==> config.mk <==
export PLATFORM = sky130hd
export DESIGN_NAME = i2c_scl_sequencer
export DESIGN_NICKNAME = d
export VERILOG_FILES = /design/src/rtl/i2c_pkg.sv /design/src/rtl/flex_counter.sv /design/src/rtl/i2c_scl_sequencer.sv
export SDC_FILE = /design/constraint.sdc
export NUM_CORES = 1
export LEC_CHECK = 0
export ABC_AREA = 1
export CAP_MARGIN = 15
export CORE_AREA = 5 5 68 115
export DETAILED_ROUTE_END_ITERATION = 10
export DIE_AREA = 0 0 73 120
export PLACE_DENSITY_LB_ADDON = 0.08
export SLEW_MARGIN = 10
export SYNTH_ARGS = -nofsm -noshare
export SYNTH_HDL_FRONTEND = slang
export SYNTH_SLANG_ARGS = --single-unit
==> constraint.sdc <==
create_clock -name clk -period 2.6 [get_ports clk]
set_input_delay 0.39 -clock clk [delete_from_list [all_inputs] [get_ports clk]]
set_output_delay 0.39 -clock clk [all_outputs]
set_load 0.005 [all_outputs]
==> src/rtl/i2c_pkg.sv <==
// Shared types and constants for the I2C SCL sequencer.
package i2c_pkg;

    typedef enum logic [1:0] {
        CMD_START = 2'd0,
        CMD_BIT   = 2'd1,
        CMD_STOP  = 2'd2,
        CMD_RSVD  = 2'd3
    } scl_cmd_t;

    typedef enum logic [3:0] {
        IDLE,
        S_HOLD,
        PARK,
        B_LOW,
        B_WAIT,
        B_HIGH,
        P_LOW,
        P_WAIT,
        P_HIGH,
        R_LOW,
        R_WAIT
    } scl_state_t;

    localparam int unsigned MIN_HALF_PERIOD = 2;

    // States whose duration is set by the phase counter.
    function automatic logic is_timed(input scl_state_t s);
        return s inside {S_HOLD, B_LOW, B_HIGH, P_LOW, P_HIGH, R_LOW};
    endfunction

    // States in which the master pulls SCL low.
    function automatic logic drives_low(input scl_state_t s);
        return s inside {PARK, B_LOW, P_LOW, R_LOW};
    endfunction

endpackage

==> src/rtl/flex_counter.sv <==
// Modulo-N phase counter: counts 0..rollover_val-1 while enabled and flags the
// terminal count so a phase of rollover_val cycles ends on the wrap.
module flex_counter #(
    parameter int unsigned NUM_CNT_BITS = 4
) (
    input  logic                    clk,
    input  logic                    n_rst,
    input  logic                    clear,
    input  logic                    count_enable,
    input  logic [NUM_CNT_BITS-1:0] rollover_val,
    output logic [NUM_CNT_BITS-1:0] count_out,
    output logic                    rollover_flag
);

    // Terminal count of the current period.
    always_comb begin
        rollover_flag = count_enable && (count_out == rollover_val - NUM_CNT_BITS'(1));
    end

    // Count register: clear has priority, wraps to zero on rollover.
    always_ff @(posedge clk or negedge n_rst) begin
        if (!n_rst) begin
            count_out <= '0;
        end else if (clear) begin
            count_out <= '0;
        end else if (count_enable) begin
            if (rollover_flag) begin
                count_out <= '0;
            end else begin
                count_out <= count_out + NUM_CNT_BITS'(1);
            end
        end
    end

endmodule

==> src/rtl/i2c_scl_sequencer.sv <==
// Master-side SCL phase sequencer: turns START/BIT/STOP commands into timed
// SCL low/high phases, honours clock stretching and emits SDA timing strobes.
module i2c_scl_sequencer
    import i2c_pkg::*;
#(
    parameter int unsigned DIV_BITS = 10
) (
    input  logic                clk,
    input  logic                n_rst,
    input  logic                enable,
    input  logic [DIV_BITS-1:0] half_period,
    input  logic                cmd_valid,
    input  scl_cmd_t            cmd,
    output logic                cmd_ready,
    input  logic                scl_in,
    output logic                scl_oe,
    output logic                shift_stb,
    output logic                sample_stb,
    output logic                sda_fall_stb,
    output logic                sda_rise_stb,
    output logic                done,
    output logic                cmd_err
);

    localparam logic [DIV_BITS-1:0] T_MIN = DIV_BITS'(MIN_HALF_PERIOD);

    scl_state_t          state;
    scl_state_t          next_state;
    logic [DIV_BITS-1:0] t_q;
    logic [DIV_BITS-1:0] cnt;
    logic                roll;
    logic                accept;
    logic                cnt_clear;
    logic                cnt_en;
    logic                entering;
    logic                oe_d, shift_d, sample_d, fall_d, rise_d, done_d, err_d;

    assign cmd_ready = enable && (state == IDLE || state == PARK);
    assign accept    = cmd_valid && cmd_ready;
    assign entering  = (next_state != state);
    assign cnt_en    = is_timed(state);
    assign cnt_clear = is_timed(next_state) && entering;

    flex_counter #(.NUM_CNT_BITS(DIV_BITS)) u_phase_cnt (
        .clk           (clk),
        .n_rst         (n_rst),
        .clear         (cnt_clear),
        .count_enable  (cnt_en),
        .rollover_val  (t_q),
        .count_out     (cnt),
        .rollover_flag (roll)
    );

    // Latch the half period at command accept, clamped to the minimum.
    always_ff @(posedge clk or negedge n_rst) begin
        if (!n_rst) begin
            t_q <= T_MIN;
        end else if (accept) begin
            t_q <= (half_period < T_MIN) ? T_MIN : half_period;
        end
    end

    // State register.
    always_ff @(posedge clk or negedge n_rst) begin
        if (!n_rst) begin
            state <= IDLE;
        end else begin
            state <= next_state;
        end
    end

    // Next-state logic.
    always_comb begin
        next_state = state;
        case (state)
            IDLE:   if (accept && cmd == CMD_START) next_state = S_HOLD;
            S_HOLD: if (roll) next_state = PARK;
            PARK: begin
                if (accept) begin
                    case (cmd)
                        CMD_BIT:   next_state = B_LOW;
                        CMD_STOP:  next_state = P_LOW;
                        CMD_START: next_state = R_LOW;
                        default:   next_state = PARK;
                    endcase
                end
            end
            B_LOW:  if (roll)   next_state = B_WAIT;
            B_WAIT: if (scl_in) next_state = B_HIGH;
            B_HIGH: if (roll)   next_state = PARK;
            P_LOW:  if (roll)   next_state = P_WAIT;
            P_WAIT: if (scl_in) next_state = P_HIGH;
            P_HIGH: if (roll)   next_state = IDLE;
            R_LOW:  if (roll)   next_state = R_WAIT;
            R_WAIT: if (scl_in) next_state = S_HOLD;
            default:            next_state = IDLE;
        endcase
        if (!enable) next_state = IDLE;
    end

    // Outputs are decoded one cycle ahead from next_state so that the
    // registered versions line up with the state they describe; done fires
    // when the following cycle will be the last one of a final phase.
    always_comb begin
        oe_d     = drives_low(next_state);
        shift_d  = entering && (next_state == B_LOW);
        sample_d = entering && (next_state == B_HIGH);
        fall_d   = entering && (next_state == S_HOLD);
        rise_d   = entering && (next_state == P_HIGH || next_state == R_LOW);
        done_d   = !entering && (next_state inside {S_HOLD, B_HIGH, P_HIGH})
                   && (cnt == t_q - DIV_BITS'(2));
        err_d    = 1'b0;
        if (accept) begin
            err_d = (state == IDLE) ? (cmd != CMD_START) : (cmd == CMD_RSVD);
        end
    end

    // Output registers.
    always_ff @(posedge clk or negedge n_rst) begin
        if (!n_rst) begin
            scl_oe       <= 1'b0;
            shift_stb    <= 1'b0;
            sample_stb   <= 1'b0;
            sda_fall_stb <= 1'b0;
            sda_rise_stb <= 1'b0;
            done         <= 1'b0;
            cmd_err      <= 1'b0;
        end else begin
            scl_oe       <= oe_d;
            shift_stb    <= shift_d;
            sample_stb   <= sample_d;
            sda_fall_stb <= fall_d;
            sda_rise_stb <= rise_d;
            done         <= done_d;
            cmd_err      <= err_d;
        end
    end

endmodule

==> results.md <==
* Layout overhead on the synthesized area at 36.46%
* Slew at the pin closest to its max-slew limit at slightly below 0.5 ns
* Layout cells sized above 1 at around 29%
* Synth cell types at 36
* Gr usage total at ~17%
* Syn Inst Count at around 350
* Synth area leaders: dfrtp_1 (31%), nand2_1 (14%), inv_1 (6.1%)
* Status: completed
* Core box area at 0.006807 sq mm
* DRC viols at 0
* Crit path launch: t_q[1]
* DP Cell Count at approximately 480
* M1 wire length at 2.333 mm
* FF-to-FF path depth at 17
* Skew-Pair Late Insertion Delay at 0.28 ns
* Final antenna-violating net count at 0
* Critical path launch point type: register
* Worst min path class: reg2reg
* DR WL met3 at around 120 microns
* Final core occ at approximately 48%
* PwrDens at 633.6 mW/mm^2
* Clock slew at reported path FFs at roughly 0.050 ns
* Largest area contributor in the netlist: dfrtp_1
* Pleak at approximately 1.6 nW
* Starting density of the core at 35.50%
* Final Cycle Share at between 90% and 100%
* First-pass GRT wire length at around 12 mm
* Hold Startpoint: t_q[9]
* Share of async-settable or async-resettable flops after synthesis at 100.0%
* Port bufs at 24
* DR iter-0 viols at around 120
* Hold WS at a little over 0.5 ns
* Post-synth EDFFs at 0
* Yosys warning total at 0
* H-tree depth at 2
* CP arrival at roughly 2.7 ns
* Crit Path Class: reg2reg
* Syn avg cell area at 6.963 sq um
* CP endpoint kind: register
* Top Ports at 25
* Total power at between 2 and 2.5 mW
* Final setup vio count at 0
* RR Startpoint: t_q[1]
* Hold path cells at 2
* Die height at roughly 120 microns
* Hpwl dp at approximately 5.4 mm
* Vias in the first global route at ~2600
* Syn Nets at about 370
* Synth top area share at a little under a third
* Commonest non-fill, non-tap cell in the layout: nand2_1
* Crit path max fanout at 5
* TNS Setup at 0 ns
* Sequential share of the synthesized area at 32.16%
* DIE AREA at ~0.009 sq mm
* Cell Count, Final, Fillers Out at around 500
* Max Slew Vio Count at 0
* CTS Buf Count at 5
* Max layer used: met4
* Minimum clock period at between 2 and 3 ns
* Largest net degree at the start of global routing at 32
* DR WL/cell at roughly 14 microns
* Nets at around 430
* Final worst clock skew at a little over 0.005 ns
* RSZ-0062 raised after global routing: yes
* Slew HR at 67.57%
* Sink Count at 31
* Cell area after synthesis at 0.002416 sq mm
* Worst EP required at around 2.8 ns
* Routed WL at between 6 and 7 mm
* Clock root buffer: clkbuf_16
* Gr ovfl total at 0
* Die outline width at between 70 and 80 microns
* Peak VDD IR at approximately 0.37 mV
* Fmax at ~0.4 GHz
* DRT Pass-1 Iters at 4
* Number of diodes at 0
* Dominant synthesized flop cell: dfrtp_1
* Final hold violation count at 0
* Synth Register Bits at 31
* CTS tree: done
* Routed vias/inst at roughly 4.8
* GPL Wtd Cong at ~0.87
* DR vias at 2393
* Max Cap Viol at 0
* CTS max path bufs at 2
* Most frequent cells in the layout: nand2_1 (87), buf_4 (41), inv_1 (36), nor2_1 (31), dfrtp_1 (30)
* Initial antenna violation count at 0
* Met2 wire length at roughly 4 mm
* Cell Rows at 40
## critical path, cell delays in order, from the launching register on
cell,delay (ns)
dfstp_2,0.55
inv_4,0.05
ha_2,0.20
buf_4,0.14
nand2_2,0.09
nor2_4,0.05
nand3_1,0.06
nand2_1,0.08
nor2_4,0.15
nand3_4,0.12
nand2_2,0.09
nand3_2,0.09
buf_4,0.15
nand4_1,0.12
nand2_2,0.08
nor2_4,0.17
nand2_4,0.11
a21oi_2,0.14
## flip-flops by register name, indices dropped and copies added (netlist names)
| name | count |
|---|---|
| t_q | 10 |
| u_phase_cnt.count_out | 10 |
| state | 4 |
| cmd_err | 1 |
| done | 1 |
| sample_stb | 1 |
| scl_oe | 1 |
| sda_fall_stb | 1 |
| sda_rise_stb | 1 |
| shift_stb | 1 |
## logic make-up after synthesis
logic type | count (synthesis) | synth area share [%]
adder cells (fa/ha/maj) | 3 | 1.554
AND/OR/NAND/NOR | 208 | 42.00
XOR/XNOR | 13 | 4.713
flip-flops | 31 | 32.16
AO/OA/AOI/OAI | 38 | 9.944
buffers and inverters | 54 | 9.632
## stage by stage
| step | cell area (sq um) | setup WS [ns] |
|---|---|---|
| 6_report | 3297 | 0.08010 |
| 5_1_grt | 3297 | -0.1151 |
| 4_1_cts | 3224 | 0.03231 |
| 3_5_place_dp | 2973 | -0.1484 |
| 3_3_place_gp | 2973 | -0.1285 |
| 2_1_floorplan | 2416 | 0.1918 |
## final cells by class
type                    instances  area [sq um]
inverters                      46         176.4
multi-input cells             263          1523
repair buffers                 66         559.3
fillers                       727          3510
well taps                      84         105.1
flip-flops and latches         31         777.0
clock buffers                   8         156.4
## cell usage after synthesis (2+ instances only)
master and count:
ha_1 3, xor2_1 6, nand3b_1 4, clkbuf_1 2, nand3_2 3, xnor2_1 7
a21oi_1 10, nand4_1 12, nand2_2 10, buf_2 2, nor4_1 2, buf_6 3
dfrtp_1 30, o21ai_0 12, inv_1 39, nor3_1 6, nor2_4 5, nand3_1 24
nor3_2 2, nor2_1 35, inv_2 6, a21oi_2 9, nand2_1 93, nor2_2 9
a211oi_1 2
## path summary, 6_finish.rpt
| kind | endpoint | slack (ns) |
|---|---|---|
| max | u_phase_cnt.count_out[8] | 0.08 |
| min | t_q[9] | 0.50 |
| max reg2reg | u_phase_cnt.count_out[8] | 0.08 |
| min reg2reg | t_q[9] | 0.50 |
| max in group asynchronous | t_q[1] | 1.74 |
| min in group asynchronous | state[0] | 0.52 |
## metal layers
layer | up-vias | global-route usage [%]
li1 | 1247 | -
met1 | 1092 | 15.95
met2 | 37 | 33.30
met3 | 17 | 2.766
met4 | 0 | 10.62
met5 | - | 0
## what timing repair did
action / CTS / global route
buffers inserted: 3 / 3
resized for setup: 14 / 17
endpoints found under the setup margin: 14 / 15
cloned: 1 / 0
pin swaps: 8 / 17
hold buffers: 0 / 0
## power breakdown
part           total, mW  switching, mW  internal (mW)
Combinational      0.779          0.444          0.335
Sequential         0.697          0.124          0.574
Clock              0.613          0.206          0.407
(Power assumes the default switching activity.)
